## config.mk

```make
export PLATFORM = sky130hd
export DESIGN_NAME = alarm_clock_core
export DESIGN_NICKNAME = d
export VERILOG_FILES = /design/src/rtl/alarm_clock_core.sv
export SDC_FILE = /design/constraint.sdc
export NUM_CORES = 1
export LEC_CHECK = 0
export CAP_MARGIN = 20
export CORE_UTILIZATION = 50
export DETAILED_ROUTE_END_ITERATION = 12
export PLACE_DENSITY = 0.85
export SYNTH_ARGS = -nofsm -noshare
export SYNTH_HDL_FRONTEND = slang
export SYNTH_SLANG_ARGS = --single-unit
export TNS_END_PERCENT = 50
```

## constraint.sdc

```tcl
create_clock -name clk -period 2.55 [get_ports clk]
set_clock_uncertainty 0.2 [all_clocks]
set_input_delay 0.51 -clock clk [delete_from_list [all_inputs] [get_ports clk]]
set_output_delay 0.51 -clock clk [all_outputs]
set_load 0.1 [all_outputs]
```

## src/rtl/alarm_clock_core.sv

```systemverilog
// ============================================================================
// Module   : alarm_clock_core
// Purpose  : 24h time-of-day clock with N_ALARM ringing alarm channels.
// Options  : define ALARM_SNOOZE_EN to add the SNOOZE state and i_snooze.
// Revision : 1.0  initial release
// ============================================================================
`default_nettype none

module alarm_clock_core #(
  parameter int CLK_HZ     = 50000000,
  parameter int N_ALARM    = 2,
  parameter int RING_SEC   = 60,
  parameter int SNOOZE_MIN = 5
) (
  input  logic               clk,
  input  logic               rst,
  input  logic               i_time_wr,
  input  logic               i_alarm_wr,
  input  logic [2:0]         i_alarm_sel,
  input  logic [4:0]         i_wr_hour,
  input  logic [5:0]         i_wr_min,
  input  logic [N_ALARM-1:0] i_alarm_en,
  input  logic               i_ack,
  input  logic               i_snooze,
  output logic [5:0]         o_sec,
  output logic [5:0]         o_min,
  output logic [4:0]         o_hour,
  output logic               o_tick,
  output logic [N_ALARM-1:0] o_alarm,
  output logic               o_alarm_any
);

  localparam int PW = $clog2(CLK_HZ);

`ifdef ALARM_SNOOZE_EN
  localparam int SNOOZE_TICKS = SNOOZE_MIN * 60;
  typedef enum logic [1:0] {S_IDLE = 2'd0, S_RING = 2'd1, S_SNOOZE = 2'd2} state_t;
`else
  typedef enum logic [0:0] {S_IDLE = 1'b0, S_RING = 1'b1} state_t;
  logic unused_snooze;
  assign unused_snooze = i_snooze;
`endif

  logic [PW-1:0] presc;
  logic [4:0]    al_hour [N_ALARM];
  logic [5:0]    al_min  [N_ALARM];

  logic       wr_ok, time_load, minute_edge, min_wrap;
  logic [5:0] nxt_min;
  logic [4:0] nxt_hour;

  assign o_tick      = (presc == PW'(CLK_HZ - 1));
  assign wr_ok       = (i_wr_hour <= 5'd23) && (i_wr_min <= 6'd59);
  assign time_load   = i_time_wr && wr_ok;
  // A loaded time never produces a match: the tick of that cycle is dropped.
  assign minute_edge = o_tick && !time_load && (o_sec == 6'd59);
  assign min_wrap    = (o_min == 6'd59);
  assign nxt_min     = min_wrap ? 6'd0 : o_min + 6'd1;
  assign nxt_hour    = !min_wrap ? o_hour : ((o_hour == 5'd23) ? 5'd0 : o_hour + 5'd1);

  always_ff @(posedge clk) begin
    if (rst) begin
      presc  <= '0;
      o_sec  <= 6'd0;
      o_min  <= 6'd0;
      o_hour <= 5'd0;
    end else if (time_load) begin
      presc  <= '0;
      o_sec  <= 6'd0;
      o_min  <= i_wr_min;
      o_hour <= i_wr_hour;
    end else begin
      presc <= o_tick ? '0 : presc + PW'(1);
      if (o_tick) begin
        if (o_sec == 6'd59) begin
          o_sec  <= 6'd0;
          o_min  <= nxt_min;
          o_hour <= nxt_hour;
        end else begin
          o_sec <= o_sec + 6'd1;
        end
      end
    end
  end

  always_ff @(posedge clk) begin
    if (rst) begin
      for (int i = 0; i < N_ALARM; i++) begin
        al_hour[i] <= 5'd0;
        al_min[i]  <= 6'd0;
      end
    end else if (i_alarm_wr && wr_ok) begin
      for (int i = 0; i < N_ALARM; i++) begin
        if (i_alarm_sel == 3'(i)) begin
          al_hour[i] <= i_wr_hour;
          al_min[i]  <= i_wr_min;
        end
      end
    end
  end

  for (genvar g = 0; g < N_ALARM; g++) begin : g_chan
    state_t     state;
    logic [7:0] ring_cnt;
    logic       ringing;
    logic       match;
`ifdef ALARM_SNOOZE_EN
    logic [11:0] snz_cnt;
`endif

    assign match      = minute_edge && i_alarm_en[g] &&
                        (nxt_min == al_min[g]) && (nxt_hour == al_hour[g]);
    assign o_alarm[g] = ringing;

    always_ff @(posedge clk) begin
      if (rst) begin
        state    <= S_IDLE;
        ring_cnt <= 8'd0;
        ringing  <= 1'b0;
`ifdef ALARM_SNOOZE_EN
        snz_cnt  <= 12'd0;
`endif
      end else begin
        case (state)
          S_IDLE: begin
            if (match) begin
              state    <= S_RING;
              ring_cnt <= 8'd0;
              ringing  <= 1'b1;
            end
          end
          S_RING: begin
            if (i_ack || !i_alarm_en[g]) begin
              state   <= S_IDLE;
              ringing <= 1'b0;
`ifdef ALARM_SNOOZE_EN
            end else if (i_snooze) begin
              state   <= S_SNOOZE;
              snz_cnt <= 12'd0;
              ringing <= 1'b0;
`endif
            end else if (o_tick) begin
              if (ring_cnt == 8'(RING_SEC - 1)) begin
                state   <= S_IDLE;
                ringing <= 1'b0;
              end else begin
                ring_cnt <= ring_cnt + 8'd1;
              end
            end
          end
`ifdef ALARM_SNOOZE_EN
          S_SNOOZE: begin
            if (i_ack || !i_alarm_en[g]) begin
              state <= S_IDLE;
            end else if (o_tick) begin
              if (snz_cnt == 12'(SNOOZE_TICKS - 1)) begin
                state    <= S_RING;
                ring_cnt <= 8'd0;
                ringing  <= 1'b1;
              end else begin
                snz_cnt <= snz_cnt + 12'd1;
              end
            end
          end
`endif
          default: begin
            state   <= S_IDLE;
            ringing <= 1'b0;
          end
        endcase
      end
    end
  end

  assign o_alarm_any = |o_alarm;

endmodule

`default_nettype wire

```

# Yosys cells after proc, flatten, opt, wreduce, memory -nomap -nowiden
# Memories as Yosys holds them, arrays and structs flattened.
# Cells that the tools add are included.
totals:
  ff_bits: 63
  ram_bits: 22
  latchBits: 0
  n_memories: 2
  inputBits: 22
  mem_bits_ro: 0
op_classes:
  div: 0
  eq_ne: 23
  n_mul: 0
  shifts: 0
  muxes: 54
  n_reduce_logical: 27
  addsub: 6
  n_lt_le_gt_ge: 2
  bitwise_logic: 6
mem_list:
  columns: ["memory", "depth", "width", "rd", "rd_clocked_by_memory_dff", "write_ports", "line", "rtl"]
  rows:
  - ["al_min", 2, 6, 2, 0, 2, "46", "logic [5:0] al_min [N_ALARM];"]
  - ["al_hour", 2, 5, 2, 0, 2, "45", "logic [4:0] al_hour [N_ALARM];"]
op_table:
  columns: ["cell", "n"]
  rows:
  - ["2-to-1 mux 8 bit", 8]
  - ["2-to-1 mux 6 bit", 7]
  - ["2-to-1 mux 5 bit", 7]
  - ["one-hot mux 8 bit (2 select lines)", 2]
  - ["adder 26 x 1 -> 26 bit (second input constant)", 1]
  - ["== test 26 bit (second input constant)", 1]
  - ["2-to-1 mux 1 bit", 26]
  - ["adder 8 x 1 -> 8 bit (second input constant)", 2]
  - ["== test 8 x 6 -> 1 bit (second input constant)", 2]
  - ["!= test 2 bit (second input constant)", 8]
  - ["adder 6 x 1 -> 6 bit (second input constant)", 2]
  - ["== test 6 bit", 2]
  - ["== test 6 bit (second input constant)", 2]
  - ["logical AND 1 bit", 11]
  - ["== test 5 bit", 2]
  - ["one-hot mux 1 bit (2 select lines)", 4]
  - ["AND reduction 4 bit", 2]
  - ["<= comparator 6 bit (second input constant)", 1]
  - ["!= test 3 x 1 -> 1 bit (second input constant)", 2]
  - ["!= test 3 x 2 -> 1 bit (second input constant)", 2]
  - ["AND reduction 3 bit", 2]
  - ["adder 5 x 1 -> 5 bit (second input constant)", 1]
  - ["== test 5 bit (second input constant)", 1]
  - ["<= comparator 5 bit (second input constant)", 1]
  - ["other kinds (10)", 19]

# Depth between registers and ports, before layout
# Gate-level depths: netlist of run 1.
depth:
  depth_word: 11
  depth_mapped: 9
  mapped_depth_nobuf: 9

# Worst setup path before layout of run 1
# OpenSTA, ideal clock, no wires.
synth_path:
  kind: "register to register"
  start: "register o_min[0]"
  end: "register g_chan[1].ring_cnt[1]"
  required_time_ns: 2.278
  path_slack_ns: -0.865
  arrival_time_ns: 3.143
  stages_incl_launch_ff: 9
  setup_time_ns: 0.072
  n_path_buf: 0
  cell_sequence: "dfxtp_1 ha_1 nand2_2 or4_4 and2_1 xor2_1 o2111ai_1 o31ai_4 mux2i_1"
synth_between:
  elab_chain_len: 7
  word_cells_on_any_way: 10
  cone_classes: "add/sub (1); eq/ne (4); mux (2); reduce/logical (3)"
synth_lines:
  columns: ["item", "line", "rtl"]
  rows:
  - ["start: declaration", "26", "output logic [5:0] o_min,"]
  - ["start signal: assignment", "70", "o_min <= i_wr_min;"]
  - ["start signal: assignment", "77", "o_min <= nxt_min;"]
  - ["adder 6 x 1 -> 6 bit / == test 6 bit (equally long branches)", "58, 57", null]
  - ["2-to-1 mux 6 bit", "58", "assign nxt_min = min_wrap ? 6'd0 : o_min + 6'd1;"]
  - ["== test 6 bit", "112", "(nxt_min == al_min[g]) && (nxt_hour == al_hour[g]);"]
  - ["logical AND 1 bit", "111", "assign match = minute_edge && i_alarm_en[g] &&"]
  - ["logical AND 1 bit *", "112", null]
  - ["!= test 2 bit (no source line) *", null, null]
  - ["AND reduction 4 bit (no source line) *", null, null]
  - ["end signal: assignment", "147", "ring_cnt <= ring_cnt + 8'd1;"]
  - ["end: declaration", "104", "logic [7:0] ring_cnt;"]
# Mark *: on every way between the ends. The rest lies on a longest branch, timed or not.
# A chain may end at the register's enable or synchronous reset.

# Worst setup path in the final report of run 1
layout_path:
  start: "register o_hour[0]"
  end: "register g_chan[0].ring_cnt[7]"
layout_between:
  elab_chain_len: 7
  word_cells_on_any_way: 8
  cone_classes: "add/sub (1); eq/ne (3); mux (2); reduce/logical (2)"
layout_lines:
  columns: ["item", "line", "rtl"]
  rows:
  - ["start: declaration", "27", "output logic [4:0] o_hour,"]
  - ["start signal: assignment", "71", "o_hour <= i_wr_hour;"]
  - ["start signal: assignment", "78", "o_hour <= nxt_hour;"]
  - ["adder 5 x 1 -> 5 bit / == test 5 bit (equally long branches)", "59", "assign nxt_hour = !min_wrap ? o_hour : ((o_hour == 5'd23) ? 5'd0 : o_hour + 5'd1);"]
  - ["2-to-1 mux 5 bit", "59", null]
  - ["2-to-1 mux 5 bit *", "59", null]
  - ["== test 5 bit *", "112", null]
  - ["logical AND 1 bit *", "112", null]
  - ["!= test 2 bit (no source line) *", null, null]
  - ["AND reduction 4 bit (no source line) *", null, null]
  - ["end signal: assignment", "147", null]
  - ["end: declaration", "104", null]
# Marks and branches as above.

==> results of run 1 <==
[power by group]
| part | leakage [nW] | internal [mW] | switching [mW] |
|---|---|---|---|
| clock network | 0.0824 | 0.412 | 0.467 |
| registers | 0.731 | 1.42 | 0.0417 |
| logic | 1.29 | 0.177 | 0.269 |
[stage by stage]
step | util | power, mW | hold slack [ns] | instances
floorplan | - | 1.76 | 0.218 | 527
global placement | 0.631 | 1.90 | 0.256 | 714
detailed placement | 0.631 | 1.91 | 0.265 | 714
CTS | 0.663 | 2.78 | 0.284 | 733
global route | 0.677 | 2.89 | 0.311 | 738
finish | 0.677 | 2.79 | 0.289 | 738
[synth_stat cells (all sizes together), types with 8 or more instances]
library cell,number,area (um2)
or3,8,50.1
xnor2,22,193
edfxtp,22,661
nand3,31,155
clkbuf,14,53.8
and3,9,56.3
nand2,51,194
dfxtp,63,1260
inv,10,37.5
a21oi,22,110
o21ai,15,78.8
o21bai,8,60.1
nor3,15,80.1
nand4,14,87.6
and2,15,93.8
a311oi,10,87.6
nor2,63,236
xor2,25,219
[flip-flops by register name, summed over array words and instances (netlist names)]
signal           cells
g_chan.ring_cnt     16
o_min                6
g_chan.ringing       2
g_chan.state         2
o_sec                6
presc               26
o_hour               5
al_hour             10
al_min              12
[layer usage]
metal	GRT usage	vias up
li1	-	2128
met1	0.333	2170
met2	0.439	169
met3	0.0458	38
met4	0.0941	0
met5	0	-
[worst max-delay path by stage]
stage,to,cells past startpoint,start,slack [ns]
after CTS,g_chan[0].ring_cnt[7]$_SDFFE_PP0P_,8,o_min[0]$_SDFFE_PP0P_,-0.13
final,g_chan[0].ring_cnt[7]$_SDFFE_PP0P_,8,o_hour[0]$_SDFFE_PP0P_,-0.17
after global routing,g_chan[0].ring_cnt[5]$_SDFFE_PP0P_,8,o_hour[0]$_SDFFE_PP0P_,-0.24
after floorplan,g_chan[0].ring_cnt[3]$_SDFFE_PP0P_,8,o_hour[0]$_SDFFE_PP0P_,-0.15
after global placement,g_chan[0].ring_cnt[7]$_SDFFE_PP0P_,8,i_wr_min[3],-0.17
after detailed placement,g_chan[0].ring_cnt[7]$_SDFFE_PP0P_,8,i_wr_min[5],-0.26
[placed cells by master, fill, tap and decap left out, types with 9 or more instances in the layout]
cell type	Yosys	final
nand2_1	50	50
clkdlybuf4s50_1	0	20
nor3_1	14	13
nor2_1	63	62
inv_1	10	10
dfxtp_1	63	46
dfxtp_4	0	9
xor2_1	25	24
nand4_1	14	14
and2_1	15	15
edfxtp_1	22	22
buf_4	3	84
xnor2_1	22	22
clkbuf_8	0	9
a21oi_1	22	18
nand3_1	31	30
o21ai_0	14	14
[area by class of cell]
class | count | area [um2] | area share
Multi-Input combinational cell | 410 | 2770 | 0.463
Timing Repair Buffer | 108 | 893 | 0.149
Tap cell | 108 | 135 | 0.0226
Clock inverter | 3 | 18.8 | 0.00313
Inverter | 11 | 42.5 | 0.00710
Clock buffer | 13 | 160 | 0.0267
Sequential cell | 85 | 1970 | 0.328
[worst reg2reg max path, delay by kind of cell (launching register included)]
family	cells	cell delay [ns]
DFF	1	0.36
AOI/OAI and AO/OA	4	0.98
adders and majority gates	1	0.16
and+or+nand+nor	3	0.87
[cell families after synthesis]
kind of cell,count (synthesis),share of synthesized area
AOI/OAI and AO/OA,97,0.150
xor gates and xnor gates,47,0.0889
adders and majority gates,6,0.0162
buffers and inverters,32,0.0311
DFF,85,0.415
muxes,6,0.0132
and+or+nand+nor,254,0.285
[repair_timing]
action / 4_1_cts / 5_1_grt
gates cloned: 0 / 0
pin swaps: 12 / 9
gates resized for setup: 17 / 14
setup buffers: 3 / 5
endpoints found under the hold margin: 0 / 0
setup endpoints to repair: 22 / 21
==> qor.yml, run 1 <==
worstPathCellList: "ha_4, and4b_1, or4_4, a21o_1, a2111oi_2, nand4b_1, o21ai_4, a41oi_2"
hold_start: "g_chan[1].ringing$_SDFFE_PP0P_"
ys_types: 69
place_ws_ns: -0.259
dpl_cell_area_um2: 5580
r2r_start: "o_hour[0]$_SDFFE_PP0P_"
cpMaxStageDelayCell: "or4_4"
cts.path.max_buffers: 2
async_flop_share: 0
path_class: "flop to flop"
dr_wl_met3_um: 757
grt_max_degree: 35
io_buffers: 41
ys_seq_area_frac: 0.415
worst_slack_ns: -0.175
relSlewSlack: 0.495
syn_avg_cell_area_um2: 8.78
drtIter0Drc: 309
drc: 3
min_to: "g_chan[1].ringing$_SDFFE_PP0P_"
cts_tree: "yes"
peakVddDrop_mv: 0.366
grt_usage: 0.260
gp_congestion: 0.916
grt-ovfl-total: 0
setup_viol: 21
worst-path-max-fanout: 7
ant_nets: 0
coreArea_um2: 8850
vias_per_cell: 6.10
r2r_end: "g_chan[0].ring_cnt[7]$_SDFFE_PP0P_"
antenna_cells: 0
die-height_um: 98.2
regToRegSetupSlack_ns: -0.17
cts_hold_buf: 0
grt_pass1_vias: 4328
crit_family: "compound AO/OA/AOI/OAI gates"
top_layer_used: "met4"
hold_class: "flop to flop"
clk_latency_ns: 0.35
final_area_um2: 5990
crit_path_end_kind: "flop"
wl_um: 12600
clk_pin_slew_ns: 0.09
arrival_ns: 2.74
area_growth_pct: 29.4
h-tree-depth: 3
synth_nets: 555
cap_violations: 0
critPathLaunchType: "flop"
grt_pass1_wl_um: 20100
tns_ns: -1.93
finalCritPeriodShare: 1.07
powerDensity_nw_per_um2: 465
syn_area_um2: 4630
rsz0062_at_grt: "yes"
dr_wl_met2_um: 6020
cts.sinks: 85
cp_slowest_stage_delay_ns: 0.45
nets: 653
drive_gt1_frac: 0.246
timing.critical_path.buf_inv: 0
nFillCells: 669
hold_viol_final: 0
max_clock_freq_ghz: 0.367
hold_path_depth: 2
synthCells: 527
status: "complete, but fails checks"
min_period_ns: 2.72
routedLengthMet1_um: 5440
reg2reg_depth: 8
violations: "design-rule violations, negative setup slack"
ios: 43
p_leak_nw: 2.10
dp_hpwl_um: 8630
ys.flop_type: "dfxtp_1"
rows: 34
cts_root_buffer: "clkbuf_8"
slew_violations: 0
die_w_um: 98.2
antenna_found_initial: 0
synth_edf_count: 22
wl_per_cell_um: 17.0
cts_made_buffers: 9
tightest_slew_ns: 0.755
ys_warn_count: 0
fp.dieArea_um2: 9650
start_util: 0.523
synth_seq_cells: 85
firstDrtPassIters: 9
vias: 4505
required_ns: 2.56
Note: power is estimated with default switching activity, not from simulation.
==> run 2: changes to the inputs <==
==> constraint.sdc (replaced) <==
create_clock -name clk -period 2.55 [get_ports clk]
set_clock_uncertainty 0.2 [all_clocks]
set_input_delay 0.255 -clock clk [delete_from_list [all_inputs] [get_ports clk]]
set_output_delay 0.255 -clock clk [all_outputs]
set_load 0.1 [all_outputs]
==> qor.yml, run 2 (same netlist as run 1, synthesis figures left out) <==
clk_latency_ns: 0.37  # was 0.35 ns
multiInputGateArea_um2: 2770  # about the same
drc: 0  # was 3
cts_made_buffers: 9  # unchanged
p_leak_nw: 2.07  # was 2.10 nW
min_to: "g_chan[1].ringing$_SDFFE_PP0P_"  # unchanged
rows: 34  # unchanged
reg_top3: "presc x26, g_chan.ring_cnt x16, al_min x12"  # unchanged
arrival_ns: 2.74  # about the same
vias_per_cell: 6.16  # was 6.10
worst_slack_ns: -0.168  # was -0.175 ns
min_period_ns: 2.72  # about the same
h-tree-depth: 3  # unchanged
coreArea_um2: 8850  # unchanged
r2r_start: "o_min[0]$_SDFFE_PP0P_"  # was o_hour[0]$_SDFFE_PP0P_
cts_tree: "yes"  # unchanged
crit_path_end_kind: "flop"  # unchanged
final_common_cell: "buf_4"  # unchanged
max_clock_freq_ghz: 0.368  # was 0.367 GHz
cts.sinks: 85  # unchanged
path_class: "flop to flop"  # unchanged
io_buffers: 41  # unchanged
dpl_cell_area_um2: 5550  # was 5580 um2
dp.cells: 711  # was 714
place_ws_ns: -0.267  # was -0.259 ns
violations: "negative setup slack"  # was design-rule violations, negative setup slack
largest_reg_flops: 26  # unchanged
antenna_found_initial: 0  # unchanged
area_growth_pct: 27.8  # was 29.4%
ant_nets: 0  # unchanged
grt_pass1_wl_um: 20200  # was 20100 um
ios: 43  # unchanged
nets: 648  # was 653
dp_hpwl_um: 8740  # was 8630 um
finalCritPeriodShare: 1.07  # about the same
die-height_um: 98.2  # unchanged
tightest_slew_ns: 0.758  # was 0.755 ns
fp.dieArea_um2: 9650  # unchanged
rsz0062_at_grt: "yes"  # unchanged
start_util: 0.523  # unchanged
layout_common_cells: "buf_4 (82), nor2_1 (61), nand2_1 (50), dfxtp_1 (46), nand3_1 (30)"  # was buf_4 (84), nor2_1 (62), nand2_1 (50), dfxtp_1 (46), nand3_1 (30)
powerDensity_nw_per_um2: 469  # was 465 nW/um2
drive_gt1_frac: 0.248  # was 0.246
grt_max_degree: 29  # was 35
hold_class: "flop to flop"  # unchanged
hold_path_depth: 2  # unchanged
wl_um: 12900  # was 12600 um
gp_congestion: 0.965  # was 0.916
final_area_um2: 5920  # was 5990 um2
status: "complete, but fails checks"  # unchanged
grt_usage: 0.263  # was 0.260
firstDrtPassIters: 8  # was 9
wl_per_cell_um: 17.6  # was 17.0 um
regToRegSetupSlack_ns: -0.17  # about the same
grt-ovfl-total: 0  # unchanged
vias: 4518  # was 4505
regArea_um2: 1970  # unchanged
tns_ns: -2.05  # was -1.93 ns
final_util: 0.669  # was 0.677
largest-register: "presc"  # unchanged
critPathLaunchType: "flop"  # unchanged
peakVddDrop_mv: 0.268  # was 0.366 mV
cap_violations: 0  # unchanged
antenna_cells: 0  # unchanged
cts_hold_buf: 0  # unchanged
setup_viol: 19  # was 21
relSlewSlack: 0.493  # was 0.495
instances_no_fill: 733  # was 738
required_ns: 2.57  # was 2.56 ns
hold_start: "g_chan[1].ringing$_SDFFE_PP0P_"  # unchanged
r2r_end: "g_chan[0].ring_cnt[4]$_SDFFE_PP0P_"  # was g_chan[0].ring_cnt[7]$_SDFFE_PP0P_
nFillCells: 662  # was 669
hold_viol_final: 0  # unchanged
grt_pass1_vias: 4375  # was 4328
drtIter0Drc: 392  # was 309
die_w_um: 98.2  # unchanged
clk_pin_slew_ns: 0.08  # was 0.09 ns
cts.path.max_buffers: 2  # unchanged
worst-path-max-fanout: 7  # unchanged
slew_violations: 0  # unchanged
cts_root_buffer: "clkbuf_8"  # unchanged
reg2reg_depth: 8  # unchanged
[run 2: worst max-delay path by stage]
stage / from / end
global placement: o_hour[0]$_SDFFE_PP0P_ / g_chan[0].ring_cnt[7]$_SDFFE_PP0P_
finish: o_min[0]$_SDFFE_PP0P_ / g_chan[0].ring_cnt[4]$_SDFFE_PP0P_
CTS: o_hour[0]$_SDFFE_PP0P_ / g_chan[0].ring_cnt[4]$_SDFFE_PP0P_
detailed placement: o_hour[0]$_SDFFE_PP0P_ / g_chan[0].ring_cnt[4]$_SDFFE_PP0P_
global route: o_min[1]$_SDFFE_PP0P_ / g_chan[0].ring_cnt[7]$_SDFFE_PP0P_
floorplan: o_hour[0]$_SDFFE_PP0P_ / g_chan[0].ring_cnt[3]$_SDFFE_PP0P_
[run 2: routing by layer]
metal / vias to the layer above / share of wire / global-route usage
met5: - / 0 / 0
met2: 206 / 0.49 / 0.442
met3: 50 / 0.074 / 0.0651
met1: 2146 / 0.41 / 0.317
met4: 0 / 0.033 / 0.122
li1: 2116 / - / -
[run 2: critical path, stage by stage, from the launching register on]
cell and delay, ns:
dfxtp_4 0.37, ha_4 0.20, nand2_4 0.07, or4_4 0.55, a21o_1 0.21, a2111oi_2 0.29
nand4b_1 0.20, o21ai_4 0.31, a41oi_2 0.16
[run 2: cell type report]
cell class / instances / area share
Inverter: 11 / 0.00719
Multi-Input combinational cell: 410 / 0.467
Clock inverter: 7 / 0.00825
Sequential cell: 85 / 0.332
Timing Repair Buffer: 103 / 0.141
Tap cell: 108 / 0.0228
Clock buffer: 9 / 0.0209
[run 2: stage by stage]
step	hold slack [ns]	power, mW
floorplan	0.181	1.76
global route	0.300	2.87
global placement	0.259	1.89
detailed placement	0.268	1.91
CTS	0.281	2.76
finish	0.274	2.78
[run 2: power by group]
part | switching [mW] | total, mW | internal [mW]
sequential | 0.0393 | 1.46 | 1.42
combinational | 0.278 | 0.452 | 0.174
clock | 0.511 | 0.866 | 0.354
[run 2: timing repair]
action / 4_1_cts / 5_1_grt
buffers inserted: 2 / 4
pin swaps: 8 / 3
setup endpoints to repair: 21 / 29
resized for setup: 15 / 16
==> run 3: changes to the inputs <==
--- a/config.mk
+++ b/config.mk
@@ -9,6 +9,7 @@
 export CORE_UTILIZATION = 50
 export DETAILED_ROUTE_END_ITERATION = 12
 export PLACE_DENSITY = 0.85
+export SLEW_MARGIN = 20
 export SYNTH_ARGS = -nofsm -noshare
 export SYNTH_HDL_FRONTEND = slang
 export SYNTH_SLANG_ARGS = --single-unit
==> results of run 3 <==
Final layout, timing and power as in run 2 (identical DEF).
